`src/rtl/mul_08bitx08_wallace_seq.sv`:
```
// ---------------------------------------------------------------------------
// mul_08bitx08_wallace_seq
//
// Purpose: 8x8 unsigned multiplier. One column compressor is shared across
// all 16 product columns, one column per clock. Each cycle the compressor's
// sum and next-column carry are folded into a 1-bit ripple final adder. The
// latency from operand accept to o_valid is a fixed 16 cycles.
//
// Ports:
//   i_clk    in   1   clock, rising edge
//   i_rst    in   1   asynchronous active-high reset
//   i_valid  in   1   operand pair valid
//   o_ready  out  1   operands can be accepted (IDLE)
//   i_num_a  in   8   multiplicand, unsigned
//   i_num_b  in   8   multiplier, unsigned
//   o_valid  out  1   product valid (DONE)
//   i_ready  in   1   consumer accepts product
//   o_res    out  16  product a*b (registered)
//   o_busy   out  1   columns being processed (RUN)
// ---------------------------------------------------------------------------

// ---------------------------------------------------------------------------
// mul_01bitx08_wallace
//
// Purpose: compresses one product column of weight k. The inputs are up to 8
// partial-product bits and the 6 carries from the previous column's full
// adders. It produces one bit of weight k (o_res) and seven bits of weight
// k+1 (six full-adder carries plus one half-adder carry).
//
// Ports:
//   i_num        in   8  partial-product bits of this column
//   i_cry_06bit  in   6  full-adder carries from the previous column
//   o_res        out  1  column sum bit (weight k)
//   o_cry        out  1  half-adder carry (weight k+1)
//   o_cry_06bit  out  6  full-adder carries (weight k+1)
// ---------------------------------------------------------------------------
module mul_01bitx08_wallace (
  input  logic [7:0] i_num,
  input  logic [5:0] i_cry_06bit,
  output logic       o_res,
  output logic       o_cry,
  output logic [5:0] o_cry_06bit
);

  // Layer 1: three full adders over the raw bits. The earliest carry-in
  // joins the two leftover partial-product bits.
  logic s0, s1, s2;
  assign s0             = i_num[0] ^ i_num[1] ^ i_num[2];
  assign o_cry_06bit[0] = (i_num[0] & i_num[1]) | (i_num[0] & i_num[2]) | (i_num[1] & i_num[2]);
  assign s1             = i_num[3] ^ i_num[4] ^ i_num[5];
  assign o_cry_06bit[1] = (i_num[3] & i_num[4]) | (i_num[3] & i_num[5]) | (i_num[4] & i_num[5]);
  assign s2             = i_num[6] ^ i_num[7] ^ i_cry_06bit[0];
  assign o_cry_06bit[2] = (i_num[6] & i_num[7]) | (i_num[6] & i_cry_06bit[0]) | (i_num[7] & i_cry_06bit[0]);

  // Layer 2: merge the layer-1 sums. A second adder absorbs three carry-ins.
  logic s3, s4;
  assign s3             = s0 ^ s1 ^ s2;
  assign o_cry_06bit[3] = (s0 & s1) | (s0 & s2) | (s1 & s2);
  assign s4             = i_cry_06bit[1] ^ i_cry_06bit[2] ^ i_cry_06bit[3];
  assign o_cry_06bit[4] = (i_cry_06bit[1] & i_cry_06bit[2]) | (i_cry_06bit[1] & i_cry_06bit[3]) |
                          (i_cry_06bit[2] & i_cry_06bit[3]);

  // Layer 3: one full adder over the two layer-2 sums and carry-in 4.
  logic s5;
  assign s5             = s3 ^ s4 ^ i_cry_06bit[4];
  assign o_cry_06bit[5] = (s3 & s4) | (s3 & i_cry_06bit[4]) | (s4 & i_cry_06bit[4]);

  // Two weight-k bits remain. A half adder reduces them to one bit plus a
  // carry into the next column.
  assign o_res = s5 ^ i_cry_06bit[5];
  assign o_cry = s5 & i_cry_06bit[5];

endmodule

module mul_08bitx08_wallace_seq (
  input  logic        i_clk,
  input  logic        i_rst,
  input  logic        i_valid,
  output logic        o_ready,
  input  logic [7:0]  i_num_a,
  input  logic [7:0]  i_num_b,
  output logic        o_valid,
  input  logic        i_ready,
  output logic [15:0] o_res,
  output logic        o_busy
);

  localparam logic [1:0] ST_IDLE = 2'd0;
  localparam logic [1:0] ST_RUN  = 2'd1;
  localparam logic [1:0] ST_DONE = 2'd2;

  logic [1:0]  state;
  logic [7:0]  r_a;
  logic [7:0]  r_b;
  logic [3:0]  r_col;
  logic [5:0]  r_cry6;
  logic        r_cry1;
  logic        r_cp;
  logic [15:0] r_res;

  // Gather the partial products of column r_col, packed from LSB upwards.
  // Multiplier rows i in the column start at row_lo. Columns above 7 lose
  // their low rows. Slot gi holds pp[row_lo+gi][r_col-row_lo-gi] when that
  // row/column pair exists, and 0 otherwise.
  logic [3:0] row_lo;
  logic [7:0] col_bits;
  logic [3:0] row_idx [8];
  logic [3:0] col_idx [8];
  logic [7:0] slot_live;

  assign row_lo = (r_col < 4'd8) ? 4'd0 : (r_col - 4'd7);

  genvar gi;
  generate
    for (gi = 0; gi < 8; gi++) begin : g_gather
      assign row_idx[gi]   = row_lo + 4'(gi);
      assign col_idx[gi]   = r_col - row_idx[gi];
      assign slot_live[gi] = (row_idx[gi] <= 4'd7) && (row_idx[gi] <= r_col) &&
                             (col_idx[gi] <= 4'd7);
      assign col_bits[gi]  = slot_live[gi] & r_b[row_idx[gi][2:0]] & r_a[col_idx[gi][2:0]];
    end
  endgenerate

  logic       cmp_res;
  logic       cmp_cry;
  logic [5:0] cmp_cry6;

  mul_01bitx08_wallace u_cmp (
    .i_num       (col_bits),
    .i_cry_06bit (r_cry6),
    .o_res       (cmp_res),
    .o_cry       (cmp_cry),
    .o_cry_06bit (cmp_cry6)
  );

  // This is the 1-bit ripple final adder. The column sum, the previous
  // column's half-adder carry and the ripple carry all have weight k.
  logic res_bit;
  logic cp_next;
  assign res_bit = cmp_res ^ r_cry1 ^ r_cp;
  assign cp_next = (cmp_res & r_cry1) | (cmp_res & r_cp) | (r_cry1 & r_cp);

  always_ff @(posedge i_clk or posedge i_rst) begin
    if (i_rst) begin
      state  <= ST_IDLE;
      r_a    <= '0;
      r_b    <= '0;
      r_col  <= '0;
      r_cry6 <= '0;
      r_cry1 <= 1'b0;
      r_cp   <= 1'b0;
      r_res  <= '0;
    end else begin
      case (state)
        ST_IDLE: begin
          if (i_valid) begin
            r_a    <= i_num_a;
            r_b    <= i_num_b;
            r_col  <= '0;
            r_cry6 <= '0;
            r_cry1 <= 1'b0;
            r_cp   <= 1'b0;
            r_res  <= '0;
            state  <= ST_RUN;
          end
        end
        ST_RUN: begin
          r_res[r_col] <= res_bit;
          r_cp         <= cp_next;
          r_cry6       <= cmp_cry6;
          r_cry1       <= cmp_cry;
          r_col        <= r_col + 4'd1;
          if (r_col == 4'd15) begin
            state <= ST_DONE;
          end
        end
        ST_DONE: begin
          if (i_ready) begin
            state <= ST_IDLE;
          end
        end
        default: state <= ST_IDLE;
      endcase
    end
  end

  assign o_ready = (state == ST_IDLE);
  assign o_busy  = (state == ST_RUN);
  assign o_valid = (state == ST_DONE);
  assign o_res   = r_res;

endmodule

```
`config.mk`:
```
export PLATFORM = sky130hd
export DESIGN_NAME = mul_08bitx08_wallace_seq
export DESIGN_NICKNAME = d
export VERILOG_FILES = /design/src/rtl/mul_08bitx08_wallace_seq.sv
export SDC_FILE = /design/constraint.sdc
export NUM_CORES = 1
export LEC_CHECK = 0
export ABC_AREA = 1
export BUFFER_PORTS_ARGS = -buffer_cell sky130_fd_sc_hd__buf_2
export CORE_UTILIZATION = 35
export DETAILED_ROUTE_END_ITERATION = 8
export GPL_ROUTABILITY_DRIVEN = 1
export GPL_TIMING_DRIVEN = 0
export PLACE_DENSITY = 0.53
export SYNTH_ARGS = -nofsm -noshare
export SYNTH_HDL_FRONTEND = slang
export SYNTH_HIERARCHICAL = 1
export SYNTH_SLANG_ARGS = --single-unit
```
`constraint.sdc`:
```
create_clock -name i_clk -period 11.4 [get_ports i_clk]
set_input_delay 0.57 -clock i_clk [delete_from_list [all_inputs] [get_ports i_clk]]
set_output_delay 0.57 -clock i_clk [all_outputs]
set_load 0.01 [all_outputs]
```
**Yosys cells after proc, flatten, opt, wreduce, memory -nomap -nowiden**

Index checks and enable logic that the tools add are counted.

- Magnitude comparators: 43
- Equal/unequal tests: 6
- Mux-type cells: 49
- Bitwise logic cells: 67
- Add/subtract/negate cells: 17
- Reductions and logical operators: 22

Operators with widths:

| cell | number |
|---|---|
| less-or-equal comparator 4 x 3 -> 1 bit (second input constant) | 16 |
| < comparator 3 x 4 -> 1 bit (second input constant) | 16 |
| binary-select mux 1 bit (select 3 bit) | 16 |
| AND 1 bit | 38 |
| less-or-equal comparator 4 bit | 8 |
| case mux 16 bit (2 select lines) | 1 |
| subtractor 4 bit | 8 |
| two-way mux 1 bit | 18 |
| logical AND 1 bit | 17 |
| adder 4 x 3 -> 4 bit (second input constant) | 4 |
| bitwise mux 16 bit | 1 |
| two-way mux 16 bit | 1 |
| XOR 1 bit | 15 |
| bitwise OR 1 bit | 14 |
| case mux 6 bit (2 select lines) | 1 |
| adder 4 x 1 -> 4 bit (second input constant) | 2 |
| adder 4 x 2 -> 4 bit (second input constant) | 2 |
| two-way mux 4 bit | 2 |
| case mux 4 bit (2 select lines) | 1 |
| two-way mux 2 bit | 3 |
| two-way mux 6 bit | 1 |
| case mux 2 bit (3 select lines) | 1 |
| < comparator 4 x 5 -> 1 bit (second input constant) | 1 |
| demux 1 bit (select 4 bit) | 1 |
| 13 further kinds | 16 |

- Register bits after elaboration: 46
- Word-level logic and storage cells: 212
- Input port bits: 20

**Longest topological paths before layout**

- Depth in word-level cells: 19
- Depth in mapped cells: 26

**By module**

Netlist, hierarchy kept.

Modules (own cells, without submodules):

| module | area an instance (µm²) | cells each | seq. area each (µm²) | times used |
|---|---|---|---|---|
| mul_08bitx08_wallace_seq | 3,930.0 | 615 | 1,151.1 | 1 |
| mul_01bitx08_wallace | 188.9 | 22 | 0.0 | 1 |

**Worst setup path after synthesis**

Ideal clock, no wire load.

- Path kind: register -> register
- Start point: register r_col[0]
- End point: register r_res[0], in the netlist o_res[0]
- Cell stages (with the launch flop): 25
- Arrival time: 5.674 ns
- Clock period less this slack: 5.769 ns
- Slack: 5.631 ns
- Cells stage by stage: dfrtp_1 -> inv_2 -> buf_2 -> ha_1 -> nand2_1 -> buf_2 -> ha_1 -> ha_1 -> inv_1 -> ha_1 -> nor2_1 -> xnor2_1 -> nand2_1 -> o21ai_1 -> nand2_1 -> nor2_1 -> inv_1 -> fa_1 -> inv_1 -> fa_1 -> fa_1 -> ha_1 -> fa_1 -> clkinv_1 -> o31ai_1

- Elaborated cells on any way between the ends: 126
- Classes of those cells: add/sub (16); order compare (27); mux (37); bitwise (29); reduce/logical (17)

RTL lines:

| element | RTL line | source |
|---|---|---|
| start, declared | 95 | `logic [3:0] r_col;` |
| start signal, assigned | 172 | `r_col <= r_col + 4'd1;` |
| subtractor 4 x 3 -> 4 bit / < comparator 4 bit (equally long branches) | 111 | `assign row_lo = (r_col < 4'd8) ? 4'd0 : (r_col - 4'd7);` |
| two-way mux 4 bit | 111 |  |
| adder 4 x 3 -> 4 bit | 116 | `assign row_idx[gi] = row_lo + 4'(gi);` |
| subtractor 4 bit, or another cell as far along | 117 | `assign col_idx[gi] = r_col - row_idx[gi];` |
| less-or-equal comparator 4 x 3 -> 1 bit / logical AND 1 bit (equally long branches) | 119, 118 |  |
| logical AND 1 bit | 118 | `assign slot_live[gi] = (row_idx[gi] <= 4'd7) && (row_idx[gi] <= r_col) &&` |
| AND 1 bit | 120 | `assign col_bits[gi] = slot_live[gi] & r_b[row_idx[gi][2:0]] & r_a[col_idx[gi][2:0]];` |
| AND 1 bit (*) | 120 |  |
| via col_bits[5] | 106 | `logic [7:0] col_bits;` |
| XOR 1 bit (*) | 50 | `assign s1 = i_num[3] ^ i_num[4] ^ i_num[5];` |
| XOR 1 bit (*) (2 in series) | 57 | `assign s3 = s0 ^ s1 ^ s2;` |
| XOR 1 bit (*) (2 in series) | 65 | `assign s5 = s3 ^ s4 ^ i_cry_06bit[4];` |
| XOR 1 bit (*) | 70 | `assign o_res = s5 ^ i_cry_06bit[5];` |
| via cmp_res | 124 | `logic cmp_res;` |
| XOR 1 bit (*) (2 in series) | 140 | `assign res_bit = cmp_res ^ r_cry1 ^ r_cp;` |
| bitwise mux 16 bit (*) | 168 | `r_res[r_col] <= res_bit;` |
| case mux 16 bit (2 select lines) (*) | 154 | `case (state)` |
| end signal, assigned by index | 168 |  |
| end, declared | 99 | `logic [15:0] r_res;` |

The timed path passes the listed nets; every way through them passes the cells marked *. The select of a mux whose other input is x is not followed.
A chain may end at the register's enable or synchronous reset.

**Final worst setup path**

Same ends and word-level chain as after synthesis.

==> flow_metrics.env <==
export IMPL_grt_pass1_vias=3935
export IMPL_fin_nets=738
export IMPL_fin_cells=827
export IMPL_areaGrowthSynthToFinish_pct=13.5
export IMPL_start_util_pct=35.9
export IMPL_crit_path_frequent_cell="ha_1"
export IMPL_yosysSeqAreaShare_pct=27.9
export IMPL_setup_viol=0
export IMPL_synth_edf_count=0
export IMPL_clock_root_buffer="clkbuf_16"
export IMPL_hold_class="in2async"
export IMPL_ant_nets=0
export IMPL_nFillCells=1243
export IMPL_synth_top_flop_cell="dfrtp_1"
export IMPL_htreeDepth=2
export IMPL_cts_clk_slew_worst_paths_ps=70
export IMPL_dp_hpwl_mm=9.12
export IMPL_clkSinkCount=46
export IMPL_insertion_delay_ps=300
export IMPL_drive_above_1_share_pct=11.7
export IMPL_post_cts_buffers=0
export IMPL_syn_nets=692
export IMPL_synth_area_um2=4120
export IMPL_cpMaxStageDelayCell="fa_1"
export IMPL_ctsResizeCount=0
export IMPL_ctsHoldBuffers=0
export IMPL_async_flop_share_pct=100
export IMPL_antenna_cells=0
export IMPL_grt_overflow_total=0
export IMPL_routed_wl_mm=11.5
export IMPL_vias=4146
export IMPL_drt_initial_drc_count=249
export IMPL_tns_ps=0
export IMPL_fmax_mhz=146
export IMPL_cp_cell_sequence="inv_2, buf_2, ha_1, nand2_1, buf_2, ha_1, ha_1, inv_1, ha_1, nor2_1, xnor2_1, nand2_1, o21ai_1, nand2_1, nor2_1, inv_1, fa_1, inv_1, fa_1, fa_1, ha_1, fa_1, clkinv_1, o31ai_1"
export IMPL_slew_violations=0
export IMPL_place_congestion=0.890
export IMPL_place_inst=819
export IMPL_cts_buffers=5
export IMPL_final_cell_mix="nand2_1, nand3_1, inv_1"
export IMPL_first_pass_iters=5
export IMPL_critPathCaptureType="flop"
export IMPL_die_height_um=110
export IMPL_boundaryPins=39
export IMPL_antenna_found_initial=0
export IMPL_route_detailed_drc=0
export IMPL_finClkSkew_ps=7.80
export IMPL_core_um2=11500
export IMPL_relSlewSlack_pct=55.4
export IMPL_worstPathBufferInverterCount=7
export IMPL_cap_violations=0
export IMPL_grt_max_degree=40
export IMPL_cts_tree="yes"
export IMPL_track_usage_pct=19.4
export IMPL_post_route_util_pct=40.8
export IMPL_synth_distinct_cells=33
export IMPL_cts_buffer_depth=2
export IMPL_die_w_um=110
export IMPL_fin_crit_ps=6850
export IMPL_worst_pin_slew_ps=669
export IMPL_die_area_um2=12200
export IMPL_row_count=39
export IMPL_required_ps=11600
export IMPL_cpLargestDelayFamily="adder cells"
export IMPL_start_kind="flop"
export IMPL_final_common_cell="nand2_1"
export IMPL_io_buffers=38
export IMPL_rsz0062_at_grt="false"
export IMPL_timing_worst_setup_path_type="reg2reg"
export IMPL_final_hold_violation_count=0
export IMPL_syn_inst=637
export IMPL_crit_fanout=11
export IMPL_status="finished, final reports clean"
export IMPL_cp_arrival_ps=7050
export IMPL_regArea_um2=1150
export IMPL_multi_input_area_um2=2530
export IMPL_drt_vias_per_instance=5.01
export IMPL_synth_seq_cells=46
export IMPL_avgSynthCellArea_um2=6.47
export IMPL_ys_warn_count=6
export IMPL_grt_pass1_wl_mm=19.2
export IMPL_fin_crit_sh_pct=60.1
export IMPL_max_stage_delay_ps=680
export IMPL_wl_per_cell_um=13.9
synth_stat cells (4+ instances only):
cell type,number,area [µm²]
a21oi_1,23,115
buf_2,9,45.0
clkbuf_1,5,18.8
dfrtp_1,46,1150
fa_1,7,140
ha_1,28,350
inv_1,77,289
inv_2,4,15.0
nand2_1,240,901
nand2_2,4,25.0
nand3_1,96,480
nand4_1,9,56.3
nor2_1,26,97.6
o211ai_1,4,30.0
o21ai_0,19,95.1
o31ai_1,4,30.0
xnor2_1,4,35.0
area by class of cell:
cell class	instances	share of cell area, %
Multi-Input combinational cell	486	54.2
Sequential cell	46	24.6
Inverter	86	7.01
Timing Repair Buffer	39	4.49
Tap cell	143	3.83
Clock buffer	5	2.68
Buffer	19	2.25
Clock inverter	3	0.936
per-layer routing:
layer	routed length (µm)	track usage (%)	vias to the layer above
met5	0	0	-
li1	-	-	2127
met2	5410	33.4	86
met4	169	5.16	0
met1	5450	25.5	1920
met3	431	2.63	13
final timing paths:
| check | slack, ps | cells after the start | start | to |
|---|---|---|---|---|
| worst min register to register | 500 | 1 | state[0]$_DFFE_PP0P_ | state[1]$_DFFE_PP0P_ |
| worst max-delay path | 4550 | 24 | r_col[0]$_DFFE_PP0P_ | o_res[0]$_DFFE_PP0P_ |
| max in group asynchronous | 10760 | 3 | i_rst | r_cry6[4]$_DFFE_PP0P_ |
| worst min-delay path | 160 | 2 | i_rst | r_a[2]$_DFFE_PP0P_ |
| min in group i_clk | 440 | 2 | i_ready | state[1]$_DFFE_PP0P_ |
| worst max register to register | 4550 | 24 | r_col[0]$_DFFE_PP0P_ | o_res[0]$_DFFE_PP0P_ |
registers in the layout, summed over array words and instances, names as in the netlist:
register	flops
r_cry6	6
r_col	4
state	2
r_b	8
o_res	16
r_a	8
r_cry1	1
r_cp	1
logic make-up after synthesis:
group,share of synthesized area (%)
AND/OR/NAND/NOR,40.4
buffers and inverters,10.5
XOR/XNOR,1.49
adder cells (fa/ha/maj),11.9
flip-flops,27.9
AO/OA/AOI/OAI,7.72
stage by stage:
stage | area [µm²] | hold WS, ps | setup WS, ps
floorplan | 4120 | 452 | 5630
global placement | 4490 | 474 | 4590
detailed placement | 4510 | 482 | 4590
CTS | 4680 | 164 | 4550
global route | 4680 | 179 | 4090
finish | 4680 | 165 | 4550
Power is not shown: default switching activity piles up to over one toggle a cycle in this logic, so the estimate is an artifact.
